<file path="config.mk">
export PLATFORM = sky130hd
export DESIGN_NAME = d_branch_predict_cmp
export DESIGN_NICKNAME = d
export VERILOG_FILES = /design/src/rtl/d_branch_predict_cmp.sv
export SDC_FILE = /design/constraint.sdc
export NUM_CORES = 1
export LEC_CHECK = 0
export CORE_ASPECT_RATIO = 0.5
export CORE_MARGIN = 5
export CORE_UTILIZATION = 54
export DETAILED_ROUTE_END_ITERATION = 6
export GPL_TIMING_DRIVEN = 0
export MAX_ROUTING_LAYER = met4
export PLACE_DENSITY = 0.82
export SLEW_MARGIN = 30
export SYNTH_ARGS = -nofsm -noshare
export SYNTH_HDL_FRONTEND = slang
export SYNTH_SLANG_ARGS = --single-unit
</file>
<file path="constraint.sdc">
create_clock -name clk -period 6.89 [get_ports clk]
set_input_delay 0.689 -clock clk [delete_from_list [all_inputs] [get_ports clk]]
set_output_delay 0.689 -clock clk [all_outputs]
set_load 0.1 [all_outputs]
</file>
<file path="src/rtl/d_branch_predict_cmp.sv">
// Decode-stage branch resolver: evaluates the branch condition, keeps a PC-indexed
// table of 2-bit saturating direction counters, and keeps branch/miss statistics.
module d_branch_predict_cmp #(
  parameter int         WIDTH    = 32,
  parameter int         IDX_BITS = 6,
  parameter logic [1:0] CTR_INIT = 2'b01
) (
  input  logic             clk,
  input  logic             reset,
  input  logic [31:0]      f_pc,
  output logic             f_pred_taken,
  input  logic             d_valid,
  input  logic             d_stall,
  input  logic [31:0]      d_pc,
  input  logic             d_pred_taken,
  input  logic [3:0]       brOp,
  input  logic [WIDTH-1:0] cmp1,
  input  logic [WIDTH-1:0] cmp2,
  output logic             isBr,
  output logic             mispredict,
  output logic [31:0]      br_cnt,
  output logic [31:0]      miss_cnt
);

  localparam logic [3:0] CMP_BEQ    = 4'd1;
  localparam logic [3:0] CMP_BNE    = 4'd2;
  localparam logic [3:0] CMP_BGEZ   = 4'd3;
  localparam logic [3:0] CMP_BGTZ   = 4'd4;
  localparam logic [3:0] CMP_BLEZ   = 4'd5;
  localparam logic [3:0] CMP_BLTZ   = 4'd6;
  localparam logic [3:0] CMP_BGEZAL = 4'd7;
  localparam logic [3:0] CMP_BLTZAL = 4'd8;

  localparam int DEPTH = 1 << IDX_BITS;

  logic [1:0]          ctr_tbl [DEPTH];
  logic [IDX_BITS-1:0] f_idx;
  logic [IDX_BITS-1:0] d_idx;
  logic                is_branch;
  logic                qualified;
  logic                neg;
  logic                zero;
  logic                unused_pc_bits;

  assign f_idx = f_pc[IDX_BITS+1:2];
  assign d_idx = d_pc[IDX_BITS+1:2];
  // Upper PC bits are deliberately ignored; aliasing between PCs is accepted.
  assign unused_pc_bits = ^{f_pc[31:IDX_BITS+2], f_pc[1:0], d_pc[31:IDX_BITS+2], d_pc[1:0]};

  assign f_pred_taken = ctr_tbl[f_idx][1];

  assign neg  = cmp1[WIDTH-1];
  assign zero = (cmp1 == '0);

  always_comb begin
    is_branch = 1'b1;
    isBr      = 1'b0;
    case (brOp)
      CMP_BEQ:                isBr = (cmp1 == cmp2);
      CMP_BNE:                isBr = (cmp1 != cmp2);
      CMP_BGEZ, CMP_BGEZAL:   isBr = ~neg;
      CMP_BGTZ:               isBr = ~neg & ~zero;
      CMP_BLEZ:               isBr = neg | zero;
      CMP_BLTZ, CMP_BLTZAL:   isBr = neg;
      default:                is_branch = 1'b0;
    endcase
  end

  assign qualified  = d_valid & ~d_stall & is_branch;
  assign mispredict = qualified & (isBr != d_pred_taken);

  always_ff @(posedge clk or posedge reset) begin
    if (reset) begin
      for (int i = 0; i < DEPTH; i++) ctr_tbl[i] <= CTR_INIT;
    end else if (qualified) begin
      if (isBr) begin
        if (ctr_tbl[d_idx] != 2'b11) ctr_tbl[d_idx] <= ctr_tbl[d_idx] + 2'b01;
      end else begin
        if (ctr_tbl[d_idx] != 2'b00) ctr_tbl[d_idx] <= ctr_tbl[d_idx] - 2'b01;
      end
    end
  end

  always_ff @(posedge clk or posedge reset) begin
    if (reset) begin
      br_cnt   <= '0;
      miss_cnt <= '0;
    end else if (qualified) begin
      if (br_cnt != 32'hFFFF_FFFF) br_cnt <= br_cnt + 32'd1;
      if (mispredict && miss_cnt != 32'hFFFF_FFFF) miss_cnt <= miss_cnt + 32'd1;
    end
  end

endmodule

</file>
; ---- Word-level counts from Yosys, hierarchy flattened
; Cells that the tools add are included.
; W data, S select, Z words.
[classes]
addsub = 4
mux = 15
n_eq_ne = 15
reduce_logical = 11
magnitude_cmp = 3
n_bitwise = 10
[op_table]
columns = operator, n
row1 = $mux W128, 3
row2 = $bwmux W128, 2
row3 = $add A32 B1 Y32 const B, 2
row4 = $ne A32 B32 Y1 const B, 2
row5 = $eq A32 B32 Y1, 1
row6 = $logic_not A32 Y1, 1
row7 = $ne A32 B32 Y1, 1
row8 = $bmux W2 S6, 2
row9 = $eq A4 B3 Y1 const B, 4
row10 = $ge A7 B7 Y1 const B, 2
row11 = $not A6 Y7, 2
row12 = $demux W2 S6, 1
row13 = $mux W2, 5
row14 = $eq A4 B2 Y1 const B, 2
row15 = $reduce_or A8 Y1, 1
row16 = $lt A7 B1 Y1 const B, 1
row17 = $pmux W1 S6, 1
row18 = $and A1 B1 Y1, 4
row19 = $eq A4 B1 Y1 const B, 1
row20 = $eq A4 B4 Y1 const B, 1
row21 = $reduce_and A2 Y1, 2
row22 = $reduce_bool A2 Y1, 2
row23 = $reduce_or A2 Y1, 2
row24 = $not A1 Y1, 3
row25 = other kinds (9), 10
[totals]
in_bits = 137
regBits = 192
output_inout_bits = 67
wordCells = 124

; ---- Longest topological paths before layout
[logic_depth]
ltp_word = 8
mapped_depth = 20
ltp_nobuf = 15

; ---- Least setup slack after synthesis
; Ideal clock, no wire load.
[synth_timing]
kind = input port to output port
startpoint = in cmp1[14]
endpoint = out mispredict
required_ns = 6.201
setup_slack_ns = 2.160
n_path_buf = 2
t_arrival_ns = 4.041
path_stages = 9
path_cell_list = xor2_1 -> nor4_1 -> nand4_1 -> o41ai_1 -> or2_1 -> buf_2 -> xnor2_2 -> clkbuf_1 -> nor2_1
[synth_between]
elab_chain_len = 6
word_cells_on_any_way = 9
classes_between = 3 x eq/ne / 1 x mux / 4 x bitwise / 1 x reduce/logical
[synth_lines]
columns = element, line
row1 = from (decl), 17  ; input logic [WIDTH-1:0] cmp1,
row2 = $logic_not A32 Y1, 53  ; assign zero = (cmp1 == '0);
row3 = $not A1 Y1, 62  ; CMP_BGTZ: isBr = ~neg & ~zero;
row4 = $and A1 B1 Y1, 62
row5 = $pmux W1 S6 *, 58  ; case (brOp)
row6 = via isBr, 19  ; output logic isBr,
row7 = $ne A1 B1 Y1 *, 70  ; assign mispredict = qualified & (isBr != d_pred_taken);
row8 = $and A1 B1 Y1 *, 70
row9 = to (decl), 20  ; output logic mispredict,
; Mark *: on every way through the listed nets, which the timed path passes. The rest lies on a longest branch.

; ---- Final worst setup path
[layout_timing]
startpoint = in d_pc[3]
endpoint = reg ctr_tbl[23] (netlist bit)
[layout_between]
elab_chain_len = 8
word_cells_on_any_way = 21
classes_between = 2 x add/sub / 2 x order compare / 2 x eq/ne / 10 x mux / 1 x bitwise / 4 x reduce/logical
[layout_lines]
columns = element, line
row1 = from (decl), 14  ; input logic [31:0] d_pc,
row2 = $not A6 Y7 (not written as such) *, "77, 79"
row3 = "$bmux W2 S6, or another cell as far along", "77, 79"
row4 = $mux W2 (not written as such) or $logic_and A1 B1 Y1 (tied branches), "77, 79"
row5 = $mux W2 (not written as such), "77, 79"
row6 = "$sub A2 B1 Y2, or another cell as far along", 79  ; if (ctr_tbl[d_idx] != 2'b00) ctr_tbl[d_idx] <= ctr_tbl[d_idx] - 2'b01;
row7 = "$bwmux W128, on equally long branches", "79, 77"
row8 = "$mux W128, on equally long branches", "79, 77"
row9 = $mux W128, 76  ; if (isBr) begin
row10 = to (decl), 36  ; logic [1:0] ctr_tbl [DEPTH];
; Mark *: on every way between the ends. The rest lies on a longest branch, timed or not. The select of a mux whose other input is x is not followed.
; A chain may end at the register's enable or synchronous reset.

==> Flow_metrics.wiki <==
{| class="wikitable"
! Metric !! Value
|-
| Maxcap violations || 0
|-
| Count of hold-fix buffers inserted at cts || 0
|-
| Gate count of the mapped netlist || between 1000 and 1500
|-
| Initial antenna violation count || 0
|-
| Pin count of the biggest net entering global routing || between 90 and 100
|-
| Starting Density || 0.5497
|-
| Net count after synthesis || roughly 1300
|-
| Highest clock frequency the design can meet || 163.4 MHz
|-
| Insertion delay to the later sink of the worst-skew pair || between 400 and 500 ps
|-
| Die span in y || between 100 and 150 um
|-
| Die Area || 24090 sq um
|-
| Tmin final || ~6100 ps
|-
| DRT Wirelength || about 40 mm
|-
| Number of antenna-violating nets in the routed design || 0
|-
| Overall track demand over capacity in global routing || 0.3327
|-
| Top flip-flop cell by instance count after synthesis || dfrtp_1
|-
| Post_cts resized || 0
|-
| Path category of the worst min-delay check || reg2reg
|-
| Synthesized-area fraction occupied by ao, oa, aoi and oai cells || 0.2594
|-
| Post-layout net count || about 1500
|-
| Chip width || about 210 um
|-
| Number of cells on the worst hold path || 1
|-
| Fraction of synthesized cell area taken by the top area cell type || 0.2835
|-
| Crit. End Element || flip-flop
|-
| Placer's final routability congestion estimate || around 1
|-
| Utilization of the core after routing || 0.6693
|-
| Fraction of layout instances using a drive strength above 1 || 0.1363
|-
| Clock Skews || around 12 ps
|-
| Count of pins over their slew limit || 0
|-
| Count of flip-flops with a built-in enable after synthesis || 0
|-
| # fillers || roughly 1600
|-
| Post-synthesis sequential element count || around 190
|-
| Clock root cell || clkbuf_16
|-
| Share of async-settable or async-resettable flops after synthesis || 1.000
|-
| Fraction of synthesized area in multiplexers || 0.04463
|-
| Number of unique standard cell types used by synthesis || between 50 and 60
|-
| Average cell area after synthesis || around 10 sq um
|-
| Wire length of the first global-routing pass || ~62 mm
|-
| Worst supply voltage drop on vdd || between 0.2 and 0.3 mV
|-
| Violated checks || design-rule violations
|-
| Setup repair after global routing missed its margin || false
|-
| Fraction of synthesized cell area in xor and xnor cells || 0.07508
|-
| Vias in the first global route || roughly 11000
|-
| Pleak || 5.222 nW
|-
| Number of core rows || 37
|-
| Critical path startpoint category || input port
|-
| Tightest slew margin relative to the limit || 0.2953
|-
| First-pass DRT Iterations || 7
|-
| I/O Pins || a little over 200
|-
| Area fraction in and, or, nand and nor cells after synthesis || 0.1373
|-
| Number of setup buffers added after CTS || 0
|-
| CTS clock-pin slew for the worst setup and hold paths || 70 ps
|-
| DRT iter0 DRCs || 1765
|-
| Data required time of the critical path || ~7200 ps
|-
| IO Port Bufs || between 100 and 150
|-
| Final setup TNS || 0 ps
|-
| Pwr per Cell Area || 246.0 nW/um^2
|-
| Number of buffers created by CTS || 17
|-
| Total number of vias || around 11000
|-
| Result of the run || finished, violations left
|-
| Leading area contributor after synthesis || dfrtp_1
|-
| Post-DP HPWL || 26.54 mm
|-
| Cell types occupying the most area after synthesis || dfrtp_1 (28%), dfstp_2 (15%), xor2_1 (5.3%)
|-
| Summed instance area of the synthesized netlist || approximately 11000 sq um
|-
| Area delta synth->final || 21.76%
|-
| Crit Path Class || in2reg
|-
| Placed cell area || around 13000 sq um
|-
| Final-report setup violation count || 0
|-
| DRC violations left || 7
|-
| Reg2Reg Depth || 14
|-
| Synthesized-area fraction occupied by adder cells || 0.004430
|-
| Number of sinks driven by the clock tree || about 190
|-
| Dominant combinational cell family by area after synthesis || compound AO/OA/AOI/OAI gates
|-
| Post-Layout Inst Area || ~14000 sq um
|-
| Routed WL per cell || between 20 and 25 um
|-
| Mean number of vias per cell || approximately 7
|-
| Crit-path max FO || 10
|-
| TritonCTS clock tree || built
|-
| Tcrit/Tclk final || 0.8880
|-
| Total number of yosys warnings || 0
|-
| Final antenna diode count || 0
|-
| Share of synthesized area occupied by flip-flops and latches || 0.4323
|-
| Core Area || roughly 20000 sq um
|-
| Data arrival time of the worst path || 6470 ps
|-
| Largest buffer count on any clock path || 2
|-
| Transition at the pin with the smallest max-transition slack || 1057 ps
|-
| Hold violation total from the final report || 0
|-
| CTS HTree Levels || 4
|-
| Total gr overflow || 0
|}
==> cell families after synthesis <==
group                      after synthesis
AOI/OAI and AO/OA                      411
xor gates and xnor gates                96
DFF                                    192
adders and majority gates                4
and+or+nand+nor                        288
buffers and inverters                  130
muxes                                   24
==> critical path, stage by stage <==
cell and delay (ps):
clkdlybuf4s50_1 510, buf_2 230, nor2_1 70, nand2_1 240
clkbuf_1 690, o22ai_1 160, nor4_1 420, o22ai_1 150
nor4b_1 470, buf_2 320, buf_2 270, inv_2 50
ha_1 270, clkbuf_1 440, clkbuf_1 550, clkbuf_1 400
o21ai_0 190, a221oi_1 320
==> stage by stage <==
stage	hold WS (ps)	std cells	setup WS (ps)	total power [mW]
after floorplan	479.2	1145	1080	2.054
after global placement	479.0	1566	-1243	2.339
after detailed placement	479.8	1569	329.1	2.370
after CTS	498.4	1601	831.4	3.361
after global routing	516.3	1601	556.6	3.506
final	497.1	1601	771.8	3.385
==> cell usage after synthesis, types with 13 or more instances <==
| cell | count |
|---|---|
| dfrtp_1 | 128 |
| clkbuf_1 | 87 |
| xor2_1 | 69 |
| dfstp_2 | 64 |
| o22ai_1 | 61 |
| o21ai_1 | 60 |
| a21oi_1 | 58 |
| o31ai_1 | 56 |
| nor2_1 | 52 |
| nor4_1 | 47 |
| a221oi_1 | 45 |
| nand2_1 | 42 |
| nor3_1 | 33 |
| xnor2_1 | 26 |
| nand3_1 | 25 |
| o32ai_1 | 24 |
| buf_2 | 21 |
| mux4_2 | 21 |
| nand4_1 | 21 |
| a22oi_1 | 18 |
| inv_1 | 17 |
| a211oi_1 | 16 |
| a31oi_1 | 15 |
| a22o_1 | 13 |
==> worst paths after layout <==
kind	start	to	slack [ps]
max	d_pc[3]	ctr_tbl[23]$_DFFE_PP0P_	770
min	br_cnt[5]$_DFFE_PP0P_	br_cnt[5]$_DFFE_PP0P_	500
max reg2reg	flip-flop	ctr_tbl[23]$_DFFE_PP0P_	2180
min in group asynchronous	reset	br_cnt[21]$_DFFE_PP0P_	760
max in group asynchronous	reset	asynchronous set/reset pin	5210
min reg2reg	br_cnt[5]$_DFFE_PP0P_	br_cnt[5]$_DFFE_PP0P_	500
==> area by class of cell <==
class	instances	area (sq um)	area share
multi-input combinational	823	5917	0.4301
sequential	192	4885	0.3551
timing repair buffer	151	1499	0.1090
clock buffer	20	467.9	0.03402
buffer	112	462.9	0.03365
tap	273	341.6	0.02483
clock inverter	12	108.9	0.007913
inverter	18	75.07	0.005457
==> cells in the final DEF, fill, tap and decap left out, drive strengths merged, types with 7 or more instances in the layout <==
master / synthesis / routed
xor2: 69 / 69
a311o: 8 / 8
a22o: 13 / 13
clkbuf: 87 / 108
mux4: 21 / 21
xnor2: 27 / 27
nand2: 42 / 42
nor3: 33 / 33
dfrtp: 128 / 128
nand3: 25 / 25
o32ai: 24 / 24
dfstp: 64 / 64
a211oi: 16 / 16
nor3b: 10 / 10
a21oi: 59 / 59
a22oi: 18 / 18
and3: 11 / 11
nand4: 21 / 21
or2: 10 / 10
o21ai: 69 / 69
buf: 25 / 32
nor2: 56 / 56
a31oi: 15 / 15
o31ai: 56 / 56
a21o: 7 / 7
nor4: 47 / 47
inv: 18 / 27
a221oi: 53 / 53
o22ai: 61 / 61
clkdlybuf4s50: 0 / 143
==> metal layers <==
metal	vias up	global-route usage	part of all wire
li1	4813	-	-
met1	5312	0.4110	0.38
met2	873	0.4887	0.43
met3	243	0.1070	0.13
met4	0	0.1831	0.061
met5	-	-	0
==> where the power goes <==
part | total (mW) | switching (mW) | internal [mW] | leakage, nW
clock network | 0.995 | 0.486 | 0.508 | 0.289
logic | 1.01 | 0.673 | 0.334 | 2.53
registers | 1.38 | 0.131 | 1.25 | 2.40
total | 3.38 | 1.29 | 2.10 | 5.22
(Power assumes the default switching activity.)
